### src/rtl/inst_fetch.sv
// IF stage: owns the PC, drives the instruction ROM and fills the IF/ID register.
// Optional macro DELAY_SLOT_EN keeps the redirect-cycle word as an architectural delay slot.
module inst_fetch #(
    parameter logic [31:0] RESET_PC = 32'h0000_0000,
    parameter logic [31:0] NOP_WORD = 32'h0000_0000
) (
    input  logic        clk,
    input  logic        rst,
    output logic        ce,
    output logic [31:0] pc,
    input  logic [31:0] inst_i,
    input  logic        stall,
    input  logic        branch_flag,
    input  logic [31:0] branch_target,
    output logic [31:0] id_pc,
    output logic [31:0] id_inst,
    output logic        id_valid,
    output logic        fault
);

    typedef enum logic [1:0] {IDLE, RUN, FAULT} state_t;

    state_t      state_q, state_d;
    logic        ce_q, ce_d;
    logic [31:0] pc_q, pc_d;
    logic [31:0] id_pc_q, id_pc_d;
    logic [31:0] id_inst_q, id_inst_d;
    logic        id_valid_q, id_valid_d;
    logic        fault_q, fault_d;
    logic        misaligned;

    assign misaligned = branch_flag && (branch_target[1:0] != 2'b00);

    always_ff @(posedge clk or posedge rst) begin
        if (rst) begin
            state_q    <= IDLE;
            ce_q       <= 1'b0;
            pc_q       <= RESET_PC;
            id_pc_q    <= 32'h0000_0000;
            id_inst_q  <= NOP_WORD;
            id_valid_q <= 1'b0;
            fault_q    <= 1'b0;
        end else begin
            state_q    <= state_d;
            ce_q       <= ce_d;
            pc_q       <= pc_d;
            id_pc_q    <= id_pc_d;
            id_inst_q  <= id_inst_d;
            id_valid_q <= id_valid_d;
            fault_q    <= fault_d;
        end
    end

    always_comb begin
        state_d    = state_q;
        ce_d       = ce_q;
        pc_d       = pc_q;
        id_pc_d    = id_pc_q;
        id_inst_d  = id_inst_q;
        id_valid_d = id_valid_q;
        fault_d    = fault_q;
        case (state_q)
            IDLE: begin
                state_d = RUN;
                ce_d    = 1'b1;
            end
            RUN: begin
                if (misaligned && !stall) begin
                    // pc keeps the last good address so the faulting redirect is traceable
                    state_d    = FAULT;
                    ce_d       = 1'b0;
                    id_inst_d  = NOP_WORD;
                    id_valid_d = 1'b0;
                    fault_d    = 1'b1;
                end else if (!stall) begin
                    id_pc_d = pc_q;
`ifdef DELAY_SLOT_EN
                    id_inst_d  = inst_i;
                    id_valid_d = 1'b1;
`else
                    id_inst_d  = branch_flag ? NOP_WORD : inst_i;
                    id_valid_d = !branch_flag;
`endif
                    pc_d = branch_flag ? branch_target : pc_q + 32'd4;
                end
            end
            FAULT: begin
                ce_d       = 1'b0;
                id_inst_d  = NOP_WORD;
                id_valid_d = 1'b0;
                fault_d    = 1'b1;
            end
            default: begin
                state_d = IDLE;
                ce_d    = 1'b0;
            end
        endcase
    end

    assign ce       = ce_q;
    assign pc       = pc_q;
    assign id_pc    = id_pc_q;
    assign id_inst  = id_inst_q;
    assign id_valid = id_valid_q;
    assign fault    = fault_q;

endmodule
### config.mk
export PLATFORM = sky130hd
export DESIGN_NAME = inst_fetch
export DESIGN_NICKNAME = d
export VERILOG_FILES = /design/src/rtl/inst_fetch.sv
export SDC_FILE = /design/constraint.sdc
export NUM_CORES = 1
export LEC_CHECK = 0
export BUFFER_PORTS_ARGS = -buffer_cell sky130_fd_sc_hd__buf_4
export CAP_MARGIN = 10
export CORE_MARGIN = 2
export CORE_UTILIZATION = 48
export DETAILED_ROUTE_END_ITERATION = 6
export GPL_TIMING_DRIVEN = 0
export PLACE_DENSITY_LB_ADDON = 0.12
export SETUP_SLACK_MARGIN = 0.5
export SLEW_MARGIN = 20
export SYNTH_ARGS = -nofsm -noshare
export SYNTH_HDL_FRONTEND = slang
export SYNTH_SLANG_ARGS = --single-unit
export TNS_END_PERCENT = 1
### constraint.sdc
create_clock -name clk -period 3.65 [get_ports clk]
set_input_delay 0.73 -clock clk [delete_from_list [all_inputs] [get_ports clk]]
set_output_delay 0.73 -clock clk [all_outputs]
set_load 0.01 [all_outputs]
# Word level (Yosys, flattened, before mapping)
# Cells that the tools add are included.
[totals]
output_inout_bits = 99
reg_bits = 101
in_bits = 68
word_cells = 40
[op_classes]
n_reduce_logical = 11
addsub = 1
n_eq_ne = 4
n_bitwise = 3
muxes = 14
[ops]
columns = ["operator", "n"]
rows = [
  ["32-bit 2-to-1 mux", 4],
  ["32-bit case mux with 2 select lines", 1],
  ["32-bit by 3-bit adder with 32-bit output (second input constant)", 1],
  ["1-bit case mux with 2 select lines", 3],
  ["2-bit case mux with 3 select lines", 1],
  ["2-bit AND reduction", 3],
  ["1-bit 2-to-1 mux", 4],
  ["2-bit nonzero test", 2],
  ["3-bit != test (second input constant)", 1],
  ["1-bit inverter", 3],
  ["3-bit AND reduction", 1],
  ["2-bit by 1-bit == test with 1-bit output (second input constant)", 1],
  ["2-bit == test (second input constant)", 1],
  ["1-bit logical AND", 2],
  ["1-bit logical NOT", 2],
  ["2-bit logical NOT", 1],
  ["2-bit 2-to-1 mux", 1],
  ["2-bit != test (second input constant)", 1],
]

# Longest topological paths before layout
[logic_depth]
word_depth = 5
mapped_depth = 7
mapped_depth_nobuf = 6

# Least setup slack after synthesis
# OpenSTA, ideal clock, no wires.
[synth_timing]
path_type = "input to register"
from = "in branch_flag"
to = "reg id_pc_q[0], in the netlist id_pc[0]"
path_stages = 7
setup_slack_ps = 1671
arrival_ps = 1914
path_buffers = 3
setup_time_ps = 65
t_required_ps = 3585
cell_sequence = "buf_2 > o21ai_0 > nand2_1 > clkbuf_1 > buf_1 > nand2_1 > nand2_1"
[synth_between]
elab_chain_cells = 4
[synth_rtl]
columns = ["element", "line_no", "rtl"]
rows = [
  ["start: declaration", "13", "input logic branch_flag,"],
  ["1-bit logical AND", "32", "assign misaligned = branch_flag && (branch_target[1:0] != 2'b00);"],
  ["1-bit logical AND", "68", "if (misaligned && !stall) begin"],
  ["1-bit inverter (no source line)", "-", ""],
  ["3-bit AND reduction (no source line)", "-", ""],
  ["end signal: assignment", "47", "id_pc_q <= id_pc_d;"],
  ["end: declaration", "26", "logic [31:0] id_pc_q, id_pc_d;"],
]
# Every way passes these cells.
# A chain may end at the register's enable or synchronous reset.

# Final worst setup path
[layout_timing]
from = "in branch_flag"
to = "reg id_pc_q[4], in the netlist id_pc[4]"
# The elaborated chain is that of the path after synthesis.

==> qor.yml <==
clock_network:
  clkSlewWorstSetupHoldPaths_ps: 100
  insertion_delay_ps: 360
  htreeDepth: 3
  clock_path_buffers: 2
  cts_tree: "built"
  cts_root_buf: "clkbuf_8"
  cts_buffers: 9
  post_cts_buffers: 0
  cts_hold_buf: 0
  cts.sinks: 101
  post_cts_resized: 0
finish:
  finalNetCount: 715
  layout_commonest_cell: "buf_4"
  drive_above_1_share: 0.310
  final_cell_mix: "166 x buf_4, 118 x nand2_1, 101 x dfrtp_1"
  area_growth_pct: 37.1
  nFillCells: 737
  diodes: 0
sta:
  skew_ps: 12.2
  worst_pin_slew_ps: 917
  setup_viol: 0
  post-route-period-util: 0.674
  fin_ws_ps: 1190
  rsz0062_at_grt: "no"
  period_minus_slack_ps: 2460
  slew_violations: 0
  fin_tns_setup_ps: 0
  fmaxAchievable_mhz: 407
  slew_headroom: 0.384
  finalHoldViolations: 0
detailed_routing:
  antenna_left: 0
  drtPass1Iterations: 5
  vias: 4339
  wl_um: 13400
  wire_per_inst_um: 17.2
  routed_via_density: 5.56
  drc_errors: 0
  drtIter0Drc: 202
global_route:
  grt_max_degree: 32
  antenna_found_initial: 0
  grt_first_pass_wirelength_um: 21200
  grt_pass1_vias: 4139
  overflow: 0
  grt_use_total: 0.265
pwr:
  p_per_area_nw_per_um2: 761
  p_leak_nw: 3.12
  peakVddDrop_mv: 0.473
synthesis:
  synth_mux_area_frac: 0.0241
  ys_ff_latch: 101
  synth-main-ff-cell: "dfrtp_1"
  synth-simple-area-share: 0.227
  synth_cell_types: 49
  synth_top_family_by_area: "simple AND/OR/NAND/NOR gates"
  syn_avg_cell_area_um2: 9.79
  ys_top_cells_by_area: "dfrtp_1 55%, nand2_1 9.7%, a22o_1 6.3%"
  yosys.area_share.adder: 0.00274
  yosysSeqAreaShare: 0.554
  synth-xor-area-share: 0
  synth.top_cell.area_share: 0.554
  ys_warn_count: 0
  synth-compound-area-share: 0.160
  async_reset_ff_frac: 1.00
  synth_edf_count: 0
  syn_inst: 466
  synth_nets: 535
  synth_top_area_cell: "dfrtp_1"
  syn_area_um2: 4560
critical_path:
  crit_required_ps: 3950
  r2r-end: "id_pc[4]"
  worstPathMaxFanout: 10
  end_kind: "flip-flop"
  reg2reg_setup_slack_ps: 1320
  arrival_ps: 2760
  r2r-start: "state_q[1]"
  r2r_cells: 7
  crit_path_start_kind: "primary input"
  path_class: "in -> reg"
floorplanning:
  die_area_um2: 10300
  io_pins: 167
  start_util: 0.494
  die_h_um: 101
  die_x_um: 101
  core_um2: 9240
  rows: 35
placement:
  dp_slack_ps: 874
  io_buffers: 166
  globalplace.congestion: 0.903
  hpwlAfterDp_um: 9790
run_status:
  status: "finished clean"
job:
  drv_cap: 0
hold_path:
  holdCritPathClass: "in -> async"
==> metrics by stage <==
| stage | instances | hold slack, ps | instance area, um^2 | util | power (mW) |
|---|---|---|---|---|---|
| after floorplan | 466 | 470 | 4560 | - | 2.94 |
| after global placement | 761 | 458 | 5970 | 0.646 | 3.93 |
| after detailed placement | 764 | 465 | 6040 | 0.654 | 4.01 |
| after CTS | 780 | 415 | 6250 | 0.677 | 4.78 |
| after global routing | 780 | 448 | 6250 | 0.677 | 5.08 |
| final | 780 | 402 | 6250 | 0.677 | 4.76 |
==> sequential cells by signal, summed over array words and instances, names as in the netlist <==
| signal | cells |
|---|---|
| id_inst | 32 |
| id_pc | 32 |
| pc | 32 |
| state_q | 2 |
| ce | 1 |
| fault | 1 |
| id_valid | 1 |
==> critical path, stage by stage <==
cell and delay (ps):
buf_4 80, buf_2 210, o21ai_0 190, nand2_1 370, clkbuf_1 550, buf_1 430
nand2_1 110, nand2_1 80
==> kinds of logic after synthesis <==
group | after synthesis
AND/OR/NAND/NOR | 212
flip-flops | 101
adder cells (fa/ha/maj) | 1
AO/OA/AOI/OAI | 104
buffers and inverters | 37
multiplexers | 11
==> synth_stat cells (2+ instances only) <==
library cell	instances
a21oi_1	21
a221o_1	3
a22o_1	33
a22oi_1	4
a311oi_1	2
a31oi_1	7
and2_1	2
and3_1	5
buf_1	4
buf_2	5
clkbuf_1	22
dfrtp_1	101
inv_1	5
mux2i_1	11
nand2_1	118
nand3_1	20
nand4_1	10
nand4_4	2
nor2_1	22
nor2b_1	3
nor3_1	9
nor4_1	2
nor4_4	2
o21a_1	2
o21ai_0	13
o22ai_1	10
o311ai_0	2
or2_2	2
or3_1	3
or4_1	2
==> power by group <==
part	total (mW)	switching [mW]	internal, mW
clock network	0.770	0.383	0.387
logic	1.99	1.01	0.986
registers	2.00	0.428	1.57
total	4.76	1.82	2.94
==> per-layer routing <==
layer | up-vias | track usage | routed length [um]
met4 | 0 | 0.0925 | 280
met1 | 2098 | 0.348 | 5590
met2 | 199 | 0.433 | 6470
li1 | 2018 | - | -
met3 | 24 | 0.0642 | 1100
met5 | - | 0 | 0
==> layout make-up <==
type	count	area [um^2]	area share
timing repair buffer	169	1310	0.210
buffer	31	123	0.0196
clock buffer	10	128	0.0204
inverter	6	26.3	0.00420
multi-input combinational	328	1890	0.302
clock inverter	6	87.6	0.0140
sequential	101	2530	0.404
tap	129	161	0.0258
==> how the worst max path moves through the flow <==
stage	endpoint	start	slack [ps]	cells past startpoint
2_1_floorplan	id_pc[0]	branch_flag	1670	7
3_3_place_gp	id_pc[0]	branch_flag	900	8
3_5_place_dp	id_pc[20]	branch_flag	870	8
4_1_cts	id_pc[4]	branch_flag	1260	8
5_1_grt	id_pc[22]	branch_flag	990	8
6_report	id_pc[4]	branch_flag	1190	8
No activity file was read; power rests on OpenSTA's default activity.
